$ cat src/rtl/pipe_stage_buffer.sv
// Pipeline-stage register with valid/ready handshake and a two-entry skid buffer.
// Supports synchronous flush and a saturating count of upstream-blocked cycles.
module pipe_stage_buffer #(
    parameter int PC_W   = 32,
    parameter int DATA_W = 64,
    parameter int CTRL_W = 9,
    parameter int CNT_W  = 16
) (
    input  logic              clk,
    input  logic              rst,
    input  logic              in_valid,
    output logic              in_ready,
    input  logic [PC_W-1:0]   in_pc,
    input  logic [DATA_W-1:0] in_data,
    input  logic [CTRL_W-1:0] in_ctrl,
    output logic              out_valid,
    input  logic              out_ready,
    output logic [PC_W-1:0]   out_pc,
    output logic [DATA_W-1:0] out_data,
    output logic [CTRL_W-1:0] out_ctrl,
    input  logic              flush,
    input  logic              stall_clr,
    output logic [1:0]        occupancy,
    output logic [CNT_W-1:0]  stall_cnt
);

    typedef enum logic [1:0] {EMPTY, ONE, FULL} state_t;

    state_t              state_q, state_d;
    logic [PC_W-1:0]     main_pc_q, skid_pc_q;
    logic [DATA_W-1:0]   main_data_q, skid_data_q;
    logic [CTRL_W-1:0]   main_ctrl_q, skid_ctrl_q;
    logic                in_ready_q, out_valid_q;
    logic [1:0]          occ_q;
    logic [CNT_W-1:0]    cnt_q, cnt_d;
    logic                accept, deliver;

    assign accept  = in_valid & in_ready_q;
    assign deliver = out_valid_q & out_ready;

    always_comb begin
        state_d = state_q;
        if (flush) begin
            state_d = EMPTY;
        end else begin
            case (state_q)
                EMPTY:   if (accept) state_d = ONE;
                ONE: begin
                    if (accept && !deliver)      state_d = FULL;
                    else if (!accept && deliver) state_d = EMPTY;
                end
                FULL:    if (deliver) state_d = ONE;
                default: state_d = EMPTY;
            endcase
        end
    end

    // Counter saturates at all-ones; clear beats increment.
    always_comb begin
        cnt_d = cnt_q;
        if (stall_clr)
            cnt_d = '0;
        else if (in_valid && !in_ready_q && !flush && (cnt_q != {CNT_W{1'b1}}))
            cnt_d = cnt_q + 1'b1;
    end

    always_ff @(posedge clk or negedge rst) begin
        if (!rst) begin
            state_q     <= EMPTY;
            main_pc_q   <= '0;
            main_data_q <= '0;
            main_ctrl_q <= '0;
            skid_pc_q   <= '0;
            skid_data_q <= '0;
            skid_ctrl_q <= '0;
            in_ready_q  <= 1'b1;
            out_valid_q <= 1'b0;
            occ_q       <= 2'd0;
            cnt_q       <= '0;
        end else begin
            state_q     <= state_d;
            cnt_q       <= cnt_d;
            in_ready_q  <= (state_d != FULL);
            out_valid_q <= (state_d != EMPTY);
            case (state_d)
                EMPTY:   occ_q <= 2'd0;
                ONE:     occ_q <= 2'd1;
                FULL:    occ_q <= 2'd2;
                default: occ_q <= 2'd0;
            endcase

            // An empty stage presents a NOP bubble with all control deasserted.
            if (state_d == EMPTY) begin
                main_pc_q   <= '0;
                main_data_q <= '0;
                main_ctrl_q <= '0;
            end else if ((state_q == EMPTY && accept) ||
                         (state_q == ONE && accept && deliver)) begin
                main_pc_q   <= in_pc;
                main_data_q <= in_data;
                main_ctrl_q <= in_ctrl;
            end else if (state_q == FULL && deliver) begin
                main_pc_q   <= skid_pc_q;
                main_data_q <= skid_data_q;
                main_ctrl_q <= skid_ctrl_q;
            end

            if (flush || (state_q == FULL && deliver)) begin
                skid_pc_q   <= '0;
                skid_data_q <= '0;
                skid_ctrl_q <= '0;
            end else if (state_q == ONE && accept && !deliver) begin
                skid_pc_q   <= in_pc;
                skid_data_q <= in_data;
                skid_ctrl_q <= in_ctrl;
            end
        end
    end

    assign in_ready  = in_ready_q;
    assign out_valid = out_valid_q;
    assign occupancy = occ_q;
    assign stall_cnt = cnt_q;
    assign out_pc    = main_pc_q;
    assign out_data  = main_data_q;
    assign out_ctrl  = main_ctrl_q;

endmodule

$ cat config.mk
export PLATFORM = sky130hd
export DESIGN_NAME = pipe_stage_buffer
export DESIGN_NICKNAME = d
export VERILOG_FILES = /design/src/rtl/pipe_stage_buffer.sv
export SDC_FILE = /design/constraint.sdc
export NUM_CORES = 1
export LEC_CHECK = 0
export CAP_MARGIN = 20
export CORE_MARGIN = 2
export CORE_UTILIZATION = 46
export CTS_BUF_LIST = sky130_fd_sc_hd__clkbuf_8
export DETAILED_ROUTE_END_ITERATION = 8
export PLACE_DENSITY_LB_ADDON = 0.2
export SYNTH_ARGS = -nofsm -noshare
export SYNTH_HDL_FRONTEND = slang
export SYNTH_SLANG_ARGS = --single-unit
export TNS_END_PERCENT = 20
$ cat constraint.sdc
create_clock -name clk -period 1.58 [get_ports clk]
set_input_delay 0.395 -clock clk [delete_from_list [all_inputs] [get_ports clk]]
set_output_delay 0.395 -clock clk [all_outputs]
set_load 0.05 [all_outputs]
# == Word-level counts from Yosys, hierarchy flattened ==
# Cells that the tools add are included.
# word_totals
in_bits,111
out_inout_bits,125
latchBits,0
n_memories,0
ff_bits,232
ram_bits,0
mem_bits_ro,0
word_cells,66
# classes
n_addsub,1
shift,0
mul,0
n_div,0
eq_ne,6
reduce_logical,22
muxes,24
order_cmp,0
bitwise,2
# ops
operator,n
$mux W64,5
$mux W32,5
$mux W9,5
$mux W16,2
$add A16 B1 Y16 const B,1
$ne A16 B16 Y1 const B,1
$logic_and A1 B1 Y1,10
$mux W2,5
$pmux W2 S3,1
$reduce_bool A2 Y1,3
$eq A2 B1 Y1 const B,2
$eq A2 B2 Y1 const B,2
$logic_not A1 Y1,4
$logic_not A2 Y1,2
$pmux W2 S2,1
$reduce_bool A3 Y1,1
$and A1 B1 Y1,2
$logic_or A1 B1 Y1,2
$ne A2 B2 Y1 const B,1

# == Longest topological paths before layout ==
# logic_depth
word_depth,9
ltp_mapped,7
mapped_depth_nobuf,5

# == Worst setup path before layout ==
# OpenSTA, ideal clock, no wires.
# synth_path
kind,flip-flop to flip-flop
startpoint,"register out_valid_q, in the netlist out_valid"
endpoint,"register main_data_q[24], in the netlist out_data[24]"
n_path_buf,2
path_stages_with_launch,7
required_ns,1.444
period_less_slack_ns,1.946
setup_ns,0.136
t_arrival_ns,1.810
setup_slack_ns,-0.366
path_cell_list,dfrtp_1 -> a21bo_1 -> a21oi_1 -> o21bai_2 -> buf_2 -> clkbuf_1 -> a21oi_1
# synth_between
elab_chain_cells,8
elab_cells_between_ends,16
classes_between,mux (7); bitwise (1); reduce/logical (8)
# synth_rtl
element,line_no,rtl
"start, declared",33,"logic in_ready_q, out_valid_q;"
"start signal, assigned",84,out_valid_q <= (state_d != EMPTY);
$and A1 B1 Y1 (*),39,assign deliver = out_valid_q & out_ready;
$logic_and A1 B1 Y1 or $logic_not A1 Y1 (tied branches),"50, 49",
$mux W2 or $logic_and A1 B1 Y1 (tied branches),"50, 49",
$mux W2,49,if (accept && !deliver) state_d = FULL;
$pmux W2 S3,46,case (state_q)
$mux W2,43,if (flush) begin
$logic_not A2 Y1,93,if (state_d == EMPTY) begin
$reduce_bool A3 Y1 (no source line) or $mux W64 (tied branches),n/a,
"end signal, assigned",100,main_data_q <= in_data;
"end signal, assigned",104,main_data_q <= skid_data_q;
"end, declared",31,"logic [DATA_W-1:0] main_data_q, skid_data_q;"
# Mark *: on every way between the ends. The rest lies on a longest branch, timed or not.
# A chain may end at the register's enable or synchronous reset.

# == Worst setup path after layout ==
# layout_path
startpoint,"register in_ready_q, in the netlist in_ready"
endpoint,"register cnt_q[11], in the netlist stall_cnt[11]"
# layout_between
elab_chain_cells,5
# layout_rtl
element,line_no,rtl
"start, declared",33,
"start signal, assigned",83,in_ready_q <= (state_d != FULL);
$logic_not A1 Y1,63,else if (in_valid && !in_ready_q && !flush && (cnt_q != {CNT_W{1'b1}}))
$logic_and A1 B1 Y1 (3 in series),63,
$reduce_bool A2 Y1 (no source line),n/a,
"end signal, assigned",82,cnt_q <= cnt_d;
"end, declared",35,"logic [CNT_W-1:0] cnt_q, cnt_d;"
# No other way between the ends.

==> results.sh <==
export IMPL_wl_per_cell_um=22.6
export IMPL_most_common_layout_cells="214 x dfrtp_1, 156 x buf_12, 109 x clkdlybuf4s50_1"
export IMPL_cp_data_required_time_ns=2.01
export IMPL_reg2reg_from="in_ready$_DFF_PN1_"
export IMPL_drive_above_1_share_pct=37.9
export IMPL_dp_cells=1341
export IMPL_grt_pass1_vias=8988
export IMPL_rsz0062_at_grt="true"
export IMPL_slew_violations=0
export IMPL_clk_pin_slew_ns=0.07
export IMPL_synth_area_um2=9470
export IMPL_peakVddDrop_mv=0.652
export IMPL_fp_row_count=52
export IMPL_start_util_pct=46.8
export IMPL_status="finished with violations"
export IMPL_die_y_um=147
export IMPL_skew_ns=0.0288
export IMPL_leakage_uw=0.00703
export IMPL_cts_buffer_depth=3
export IMPL_synth_avg_cell_area_um2=11.5
export IMPL_finalCritPeriodShare_pct=115
export IMPL_maxSlewHeadroom_pct=70.0
export IMPL_path_cells="buf_6, nor3b_4, nand4_1, or4_1, a21oi_2"
export IMPL_grt_max_degree=43
export IMPL_drt_pass1_iterations=5
export IMPL_htree_levels=2
export IMPL_yosysWarnings=0
export IMPL_die_x_um=147
export IMPL_fin_ws_ns=-0.231
export IMPL_nets=1270
export IMPL_setup_viol_count_final=239
export IMPL_startpoint="in_ready$_DFF_PN1_"
export IMPL_synth_edf_count=0
export IMPL_critPathLaunchType="flip-flop"
export IMPL_slowest_delay_ns=0.51
export IMPL_arrival_ns=2.24
export IMPL_grt_pass1_wl_um=50000
export IMPL_drt_total_wl_um=32900
export IMPL_hp_class="in -> async"
export IMPL_syn_inst=826
export IMPL_crit_buf_inv=1
export IMPL_hpwl_um=17900
export IMPL_vias=8664
export IMPL_clock_latency_ns=0.53
export IMPL_cts_buffers=38
export IMPL_post_route_min_period_ns=1.81
export IMPL_dieArea_um2=21700
export IMPL_critPathKind="reg -> reg"
export IMPL_synthDistinctLibCells=51
export IMPL_stdcell_count=1456
export IMPL_fmax_mhz=552
export IMPL_cts_root_buf="clkbuf_8"
export IMPL_drv_cap=0
export IMPL_tightestPinTransition_ns=0.447
export IMPL_io_buffers=235
export IMPL_cts_tree="done"
export IMPL_grtUsageTotal_pct=29.1
export IMPL_crit_family="simple AND/OR/NAND/NOR gates"
export IMPL_clkSinkCount=232
export IMPL_yosysSeqAreaShare_pct=61.3
export IMPL_syn_num_nets=938
export IMPL_via_per_inst=5.95
export IMPL_hold_viol_final=0
export IMPL_p_total_uw=15800
export IMPL_drt_iter0_drc=510
export IMPL_cp_end_kind="flip-flop"
export IMPL_synthFlopType="dfrtp_1"
export IMPL_crit_slowest_cell="or4_1"
export IMPL_final_antenna_net_count=0
export IMPL_gp_congestion=0.848
export IMPL_powerDensity_nw_per_um2=968
export IMPL_overflow=0
export IMPL_synth_async_sr_flop_share_pct=100
export IMPL_antenna_found_initial=1
export IMPL_remaining_drc_errors=0
export IMPL_layout_cells_most_common="dfrtp_1"
export IMPL_io_pins=236
export IMPL_areaGrowthSynthToFinish_pct=72.7
export IMPL_coreArea_um2=20200
export IMPL_path_max_fanout=5
export IMPL_synth_ff_latch_count=232
export IMPL_violations="setup timing"
-- worst register-to-register path: stages, from the launching register on --
cell and delay, ns:
dfstp_4 0.49, buf_6 0.13, nor3b_4 0.29, nand4_1 0.19, or4_1 0.51, a21oi_2 0.13
-- cells in the mapped netlist (all sizes together), types with 2 or more instances --
library cell | number | area share (%)
nor2b | 3 | 0.20
a31oi | 4 | 0.26
dfrtp | 231 | 61
and2 | 4 | 0.26
buf | 39 | 2.2
nand3 | 3 | 0.16
or3 | 3 | 0.20
a211oi | 4 | 0.32
a21oi | 119 | 6.3
nor3 | 5 | 0.44
o21ai | 3 | 0.16
nor2 | 9 | 0.44
clkbuf | 33 | 1.3
mux2 | 2 | 0.24
o21bai | 3 | 0.28
nand2b | 2 | 0.13
inv | 3 | 0.12
nand2 | 111 | 4.4
nand4 | 7 | 0.46
a22oi | 105 | 8.3
o31ai | 3 | 0.24
a22o | 105 | 9.7
and4 | 3 | 0.28
nor3b | 2 | 0.28
or4 | 2 | 0.16
and3 | 2 | 0.13
a311oi | 2 | 0.19
-- registers in the layout, summed over array words and instances, names as in the netlist --
register / flops
in_ready: 1
occupancy: 2
out_ctrl: 9
out_data: 64
out_pc: 32
out_valid: 1
skid_ctrl_q: 9
skid_data_q: 64
skid_pc_q: 32
stall_cnt: 16
state_q: 2
-- layer usage --
layer	global-route usage, %	up-vias	routed length (um)
li1	-	3782	-
met1	39.8	4413	13000
met2	46.3	399	16300
met3	7.28	70	2640
met4	8.94	0	923
met5	0	-	0
-- report_power, final --
| part | total [uW] | leakage, uW | internal [uW] | switching [uW] |
|---|---|---|---|---|
| registers | 6520 | 0.00317 | 6230 | 283 |
| clock network | 5400 | 0.000448 | 3000 | 2400 |
| logic | 3920 | 0.00341 | 1930 | 1990 |
-- final cells by class --
class / count / area, um2
Antenna cell: 1 / 2.50
Clock buffer: 50 / 688
Clock inverter: 17 / 103
Fill cell: 1089 / 3880
Inverter: 3 / 11.3
Multi-Input combinational cell: 520 / 3820
Sequential cell: 232 / 5830
Tap cell: 270 / 338
Timing Repair Buffer: 363 / 5550
-- logic make-up (layout without fill, tap and decap cells) --
family	after synthesis	after routing	synth area share, %
buf+inv	75	433	3.64
flops	232	232	61.3
other cells	0	1	0
simple gates	163	164	8.35
mux	3	3	0.344
fa+ha+maj	1	1	0.132
compound gates	352	352	26.2
-- final timing paths --
check                                              end  slack, ns  cells after the start
hold reg to reg             skid_data_q[6]$_DFFE_PN0P_       0.51                      1
setup / recovery             stall_cnt[11]$_DFFE_PN0P_      -0.23                      5
setup reg to reg             stall_cnt[11]$_DFFE_PN0P_      -0.23                      5
min in group clk             skid_pc_q[30]$_DFFE_PN0P_       0.51                      2
max in group asynchronous    stall_cnt[11]$_DFFE_PN0P_       0.62                      3
hold / removal             skid_data_q[45]$_DFFE_PN0P_       0.34                      2
-- repair_timing --
| action | CTS | global route |
|---|---|---|
| setup buffers | 15 | 7 |
| hold endpoints to repair | 28 | 0 |
| pin swaps | 34 | 40 |
| cloned | 16 | 9 |
| hold buffers | 1 | 0 |
| endpoints found under the setup margin | 231 | 246 |
| gates resized for setup | 93 | 79 |
-- stage by stage --
| stage | cell area [um2] | worst slack (ns) | hold slack [ns] | util [%] | setup TNS [ns] |
|---|---|---|---|---|---|
| finish | 16300 | -0.231 | 0.340 | 80.8 | -31.84 |
| global route | 16300 | -0.318 | 0.357 | 80.8 | -48.74 |
| CTS | 15800 | -0.222 | 0.341 | 78.0 | -30.80 |
| detailed placement | 14000 | -0.585 | 0.309 | 69.4 | -119.32 |
| global placement | 14000 | -0.549 | 0.311 | 69.4 | -109.14 |
| floorplan | 9580 | -0.140 | 0.0994 | - | -22.22 |
Note: power is estimated with default switching activity, not from simulation.
==> variant 1: new RTL, same flow settings <==
Re-encode `state_t` (3 states) as one-hot, 3 bits wide.
--- a/src/rtl/pipe_stage_buffer.sv
+++ b/src/rtl/pipe_stage_buffer.sv
@@ -25,5 +25,5 @@
 );
 
-    typedef enum logic [1:0] {EMPTY, ONE, FULL} state_t;
+    typedef enum logic [2:0] {EMPTY = 3'b001, ONE = 3'b010, FULL = 3'b100} state_t;
 
     state_t              state_q, state_d;
Formal check against the unedited RTL: same outputs for any inputs over 4 cycles, from zero or initial values and one cycle with rst low; so few cycles prove little.
==> variant 1 against the original RTL <==
The flow still finishes with violations (setup timing); total power is 11% lower; fmax fell by 3.6%; core utilization is 5.5 points lower; cell area down 3.5%; critical path depth decreased by 2; worst setup slack worse by 67 ps; routed wire length shrank 7.3%; synthesized cell count rose by 2.7%; sequential cell count is 1 higher; combinational power down 46%; synthesized area increased by 3.3%; critical path type is now reg2out; largest power group unchanged.
==> variant 1: results (changes against the original RTL) <==
metric,value,unit,change
TritonCTS buffer count,40,,+5.3%
RR Endpoint,skid_data_q[17],,
outcome,"finished, violations left",,
Layout Nets,1263,,-0.55%
met3 GRT Util,6.71,%,-0.58 points
Total Routing Usage GR,26.5,%,-2.6 points
final RePlAce weighted congestion,0.806,,-5.0%
vias in the first global route,8984,,-0.045%
M1 WL,12.3,mm,-5.9%
Yosys top cell area share,59.1,%,-1.9 points
metal3 WL,2.37,mm,-10%
setup slack after layout,-298,ps,-66.8 ps
violated checks,setup timing,,
Post-synth top cells,"231 x dfrtp_1, 113 x a21oi_1, 111 x nand3_1",,
Placed Area,14400,um2,+2.2%
Setup-failing EPs final,244,,+2.1%
CP max-delay cell,dfstp_4,,
VDD IR-drop max,0.000576,V,-12%
initial antenna violation count,0,,-1
crit path max fanout,4,,-1
Worst path max stage delay,640,ps,+130 ps
cell family with most CP delay,flip-flops,,
via count,8686,,+0.25%
Placed Cells,1371,,+2.2%
top cells by area in the synthesized netlist,"dfrtp_1 59%, a22o_1 9.4%, a22oi_1 8.1%",,
switching share of power,26.1,%,-3.4 points
Max-slew headroom,72.7,%,+2.7 points
Cell variety after synth,54,,+5.9%
wire length on met2,15.2,mm,-6.7%
initial drt markers,489,,-4.1%
skew final,6.88,ps,-21.9 ps
met1 Use GR,36.3,%,-3.5 points
setup TNS,-52910,ps,-21070 ps
share of layout cells above drive strength 1,31.7,%,-6.1 points
"Seq/Total Area, Yosys",59.7,%,-1.7 points
first-pass GRT wire length,47.4,mm,-5.2%
dpl ws,-649,ps,-64.8 ps
GR Util met2,41.9,%,-4.4 points
wire per inst,21.0,um,-7.0%
Hold Slack,370,ps,+30.4 ps
DP HPWL,18.9,mm,+5.5%
Routed WL,30.5,mm,-7.3%
Leakage,6.74,nW,-4.1%
==> variant 1: cell families (layout without fill, tap and decap cells) <==
group | count (synthesis) | after routing | share of synthesized area, %
xor gates and xnor gates | 1 | 1 | 0.0896
AOI/OAI and AO/OA | 348 | 348 | 25.1
adders and majority gates | 1 | 1 | 0.128
DFF | 233 | 233 | 59.7
buffers and inverters | 90 | 417 | 4.76
other | 0 | 1 | 0
and+or+nand+nor | 172 | 172 | 9.91
muxes | 3 | 3 | 0.333
==> variant 1: power groups by stage <==
stage | sequential (mW) | clock, mW | combinational [mW]
after floorplan | 6.55 | 0 | 0.521
after global placement | 6.31 | 0 | 1.92
after detailed placement | 6.31 | 0 | 1.94
after CTS | 6.21 | 5.87 | 1.98
after global routing | 6.22 | 6.18 | 2.25
final | 6.21 | 5.78 | 2.12
==> variant 1: area by class of cell <==
class / instances / area [um2]
diodes: 1 / 2.50
clock buffers: 54 / 743
clock inverters: 12 / 105
fillers: 1331 / 5180
inverters: 5 / 32.5
multi-input cells: 525 / 3790
flip-flops and latches: 233 / 5840
well taps: 275 / 344
repair buffers: 345 / 4920
repair inverters: 1 / 6.26
==> variant 1: how the worst max path moves through the flow <==
stage | slack, ps | to | cells past startpoint | startpoint
finish | -300 | in_ready | 3 | in_ready
global route | -350 | out_pc[10] | 6 | state_q[0]
CTS | -320 | in_ready | 3 | in_ready
detailed placement | -650 | out_data[57] | 9 | in_valid
global placement | -550 | out_data[18] | 9 | in_valid
floorplan | -420 | skid_data_q[23] | 7 | in_ready
==> variant 1: repair_timing <==
action / CTS / global route
endpoints found under the hold margin: 30 / 0
setup buffers: 3 / 2
resized for setup: 34 / 64
pin swaps: 38 / 35
cloned: 0 / 7
hold buffers: 1 / 0
setup endpoints to repair: 247 / 249
==> variant 2: new RTL, same settings <==
Without the edit above. Change the parameter `CTRL_W` from 9 to 18.
--- a/src/rtl/pipe_stage_buffer.sv
+++ b/src/rtl/pipe_stage_buffer.sv
@@ -4,5 +4,5 @@
     parameter int PC_W   = 32,
     parameter int DATA_W = 64,
-    parameter int CTRL_W = 9,
+    parameter int CTRL_W = 18,
     parameter int CNT_W  = 16
 ) (
Ports: changed (resized in_ctrl and out_ctrl); port bits go from 236 to 254. The function was not compared with the original's and may differ.
==> variant 2 against the original RTL <==
The flow still finishes with violations (setup timing); worst setup slack lost 46 ps; first-iteration DRC count up 31%; sequential cell count rose by 18; final cell count grew 7.0%; total power rose by 16%; routed wire length up 6.6%; non-clock buffer count grew 25; synthesized area is 6.6% higher; fmax decreased by 2.5%; die area increased by 6.5%; cell area is 7.4% higher.
==> variant 2: results (changes against the original RTL) <==
metric,value,unit,change
violated checks,setup timing,,
largest net degree at the start of global routing,50,,+16%
Ant. Diodes,0,,-1
setup slack after layout,-277,ps,-45.9 ps
Post-synth top cells,"249 x dfrtp_1, 131 x a21oi_1, 122 x nand2_1",,
skew final,20.2,ps,-8.58 ps
initial drt markers,667,,+31%
CP max-delay cell,dfstp_4,,
setup TNS,-44360,ps,-12520 ps
min cycle time layout,1860,ps,+45.9 ps
Worst path max stage delay,620,ps,+110 ps
share of layout cells above drive strength 1,38.9,%,+1.0 points
crit path max fanout,8,,+3
Leakage,7.53,nW,+7.2%
Cell variety after synth,42,,-18%
Layout area overhead,74.0,%,
Layout Nets,1365,,+7.5%
Least-Margin Pin Slew,418,ps,-28.7 ps
via count,9341,,+7.8%
WP data arrival,2300,ps,+60 ps
"Seq/Total Area, Yosys",62.0,%,+0.64 points
TritonCTS buffer count,43,,+13%
outcome,"finished, violations left",,
final RePlAce weighted congestion,0.813,,-4.1%
Setup-failing EPs final,260,,+8.8%
vias in the first global route,9624,,+7.1%
DP HPWL,20.3,mm,+14%
initial antenna violation count,0,,-1
cell family with most CP delay,flip-flops,,
first-pass GRT wire length,51.5,mm,+3.0%
wire per inst,22.5,um,-0.40%
end of the critical path,out_ctrl[2],,
==> variant 2: cell types whose count changed in the layout (fill, tap and decap cells not counted), sizes merged, moves of 9 or more <==
cell / change
a22o: +9
nand2: +11
buf: +17
a21oi: +12
dfrtp: +18
a22oi: +9
clkdlybuf4s50: +9
clkbuf: +9
==> variant 2: power by group <==
part           switching, mW  internal [mW]  total [mW]  leakage, nW
clock network           2.74           4.02        6.75        0.556
registers              0.352           6.75        7.10         3.41
logic                   2.32           2.21        4.53         3.56
==> variant 2: layout make-up <==
cell class              count  share of cell area, %
well taps                 280                   2.00
flip-flops and latches    250                   35.8
inverters                   3                 0.0641
repair buffers            388                   33.1
clock buffers              56                   4.39
clock inverters            23                   1.35
multi-input cells         558                   23.3
==> variant 2: worst min-delay path by stage <==
| stage | to | slack, ps | cells after the start | startpoint |
|---|---|---|---|---|
| detailed placement | stall_cnt[8] | 330 | 1 | rst |
| floorplan | occupancy[0] | 100 | 0 | rst |
| global route | stall_cnt[8] | 380 | 2 | rst |
| CTS | out_pc[12] | 360 | 2 | rst |
| global placement | stall_cnt[8] | 330 | 1 | rst |
| finish | stall_cnt[10] | 360 | 2 | rst |
==> variant 2: what timing repair did <==
item | CTS | global route
setup buffers | 5 | 10
hold buffers | 1 | 0
pin swaps | 34 | 98
hold endpoints to repair | 35 | 0
resized for setup | 47 | 147
gates cloned | 9 | 13
setup endpoints to repair | 262 | 270
==> variant 2: per-layer routing <==
layer	vias up	global-route usage (%)	routed length, um
met2	468	45.4	17800
met1	4742	36.3	13700
li1	4053	-	-
met3	78	5.94	2610
met5	-	0	0
met4	0	9.03	952
==> variant 2: cells by family after synthesis <==
kind of cell    after synthesis  synth area share [%]
simple gates                177                  7.94
flops                       250                  62.0
fa+ha+maj                     1                 0.124
buf+inv                      83                  3.47
compound gates              378                  26.3
mux                           2                 0.211
==> variant 2: worst register-to-register path, delay by kind of cell, from the launching register on <==
family | cells | cell delay (ps)
flip-flops | 1 | 620
buffers and inverters | 2 | 330
AO/OA/AOI/OAI | 2 | 240
AND/OR/NAND/NOR | 2 | 590
==> variant 2: stage by stage <==
stage	setup slack, ps	power (mW)	instances
final	-277	18.4	1558
after global routing	-335	19.0	1558
after CTS	-234	17.9	1535
after detailed placement	-630	10.8	1441
after global placement	-576	10.7	1441
after floorplan	-241	8.74	891
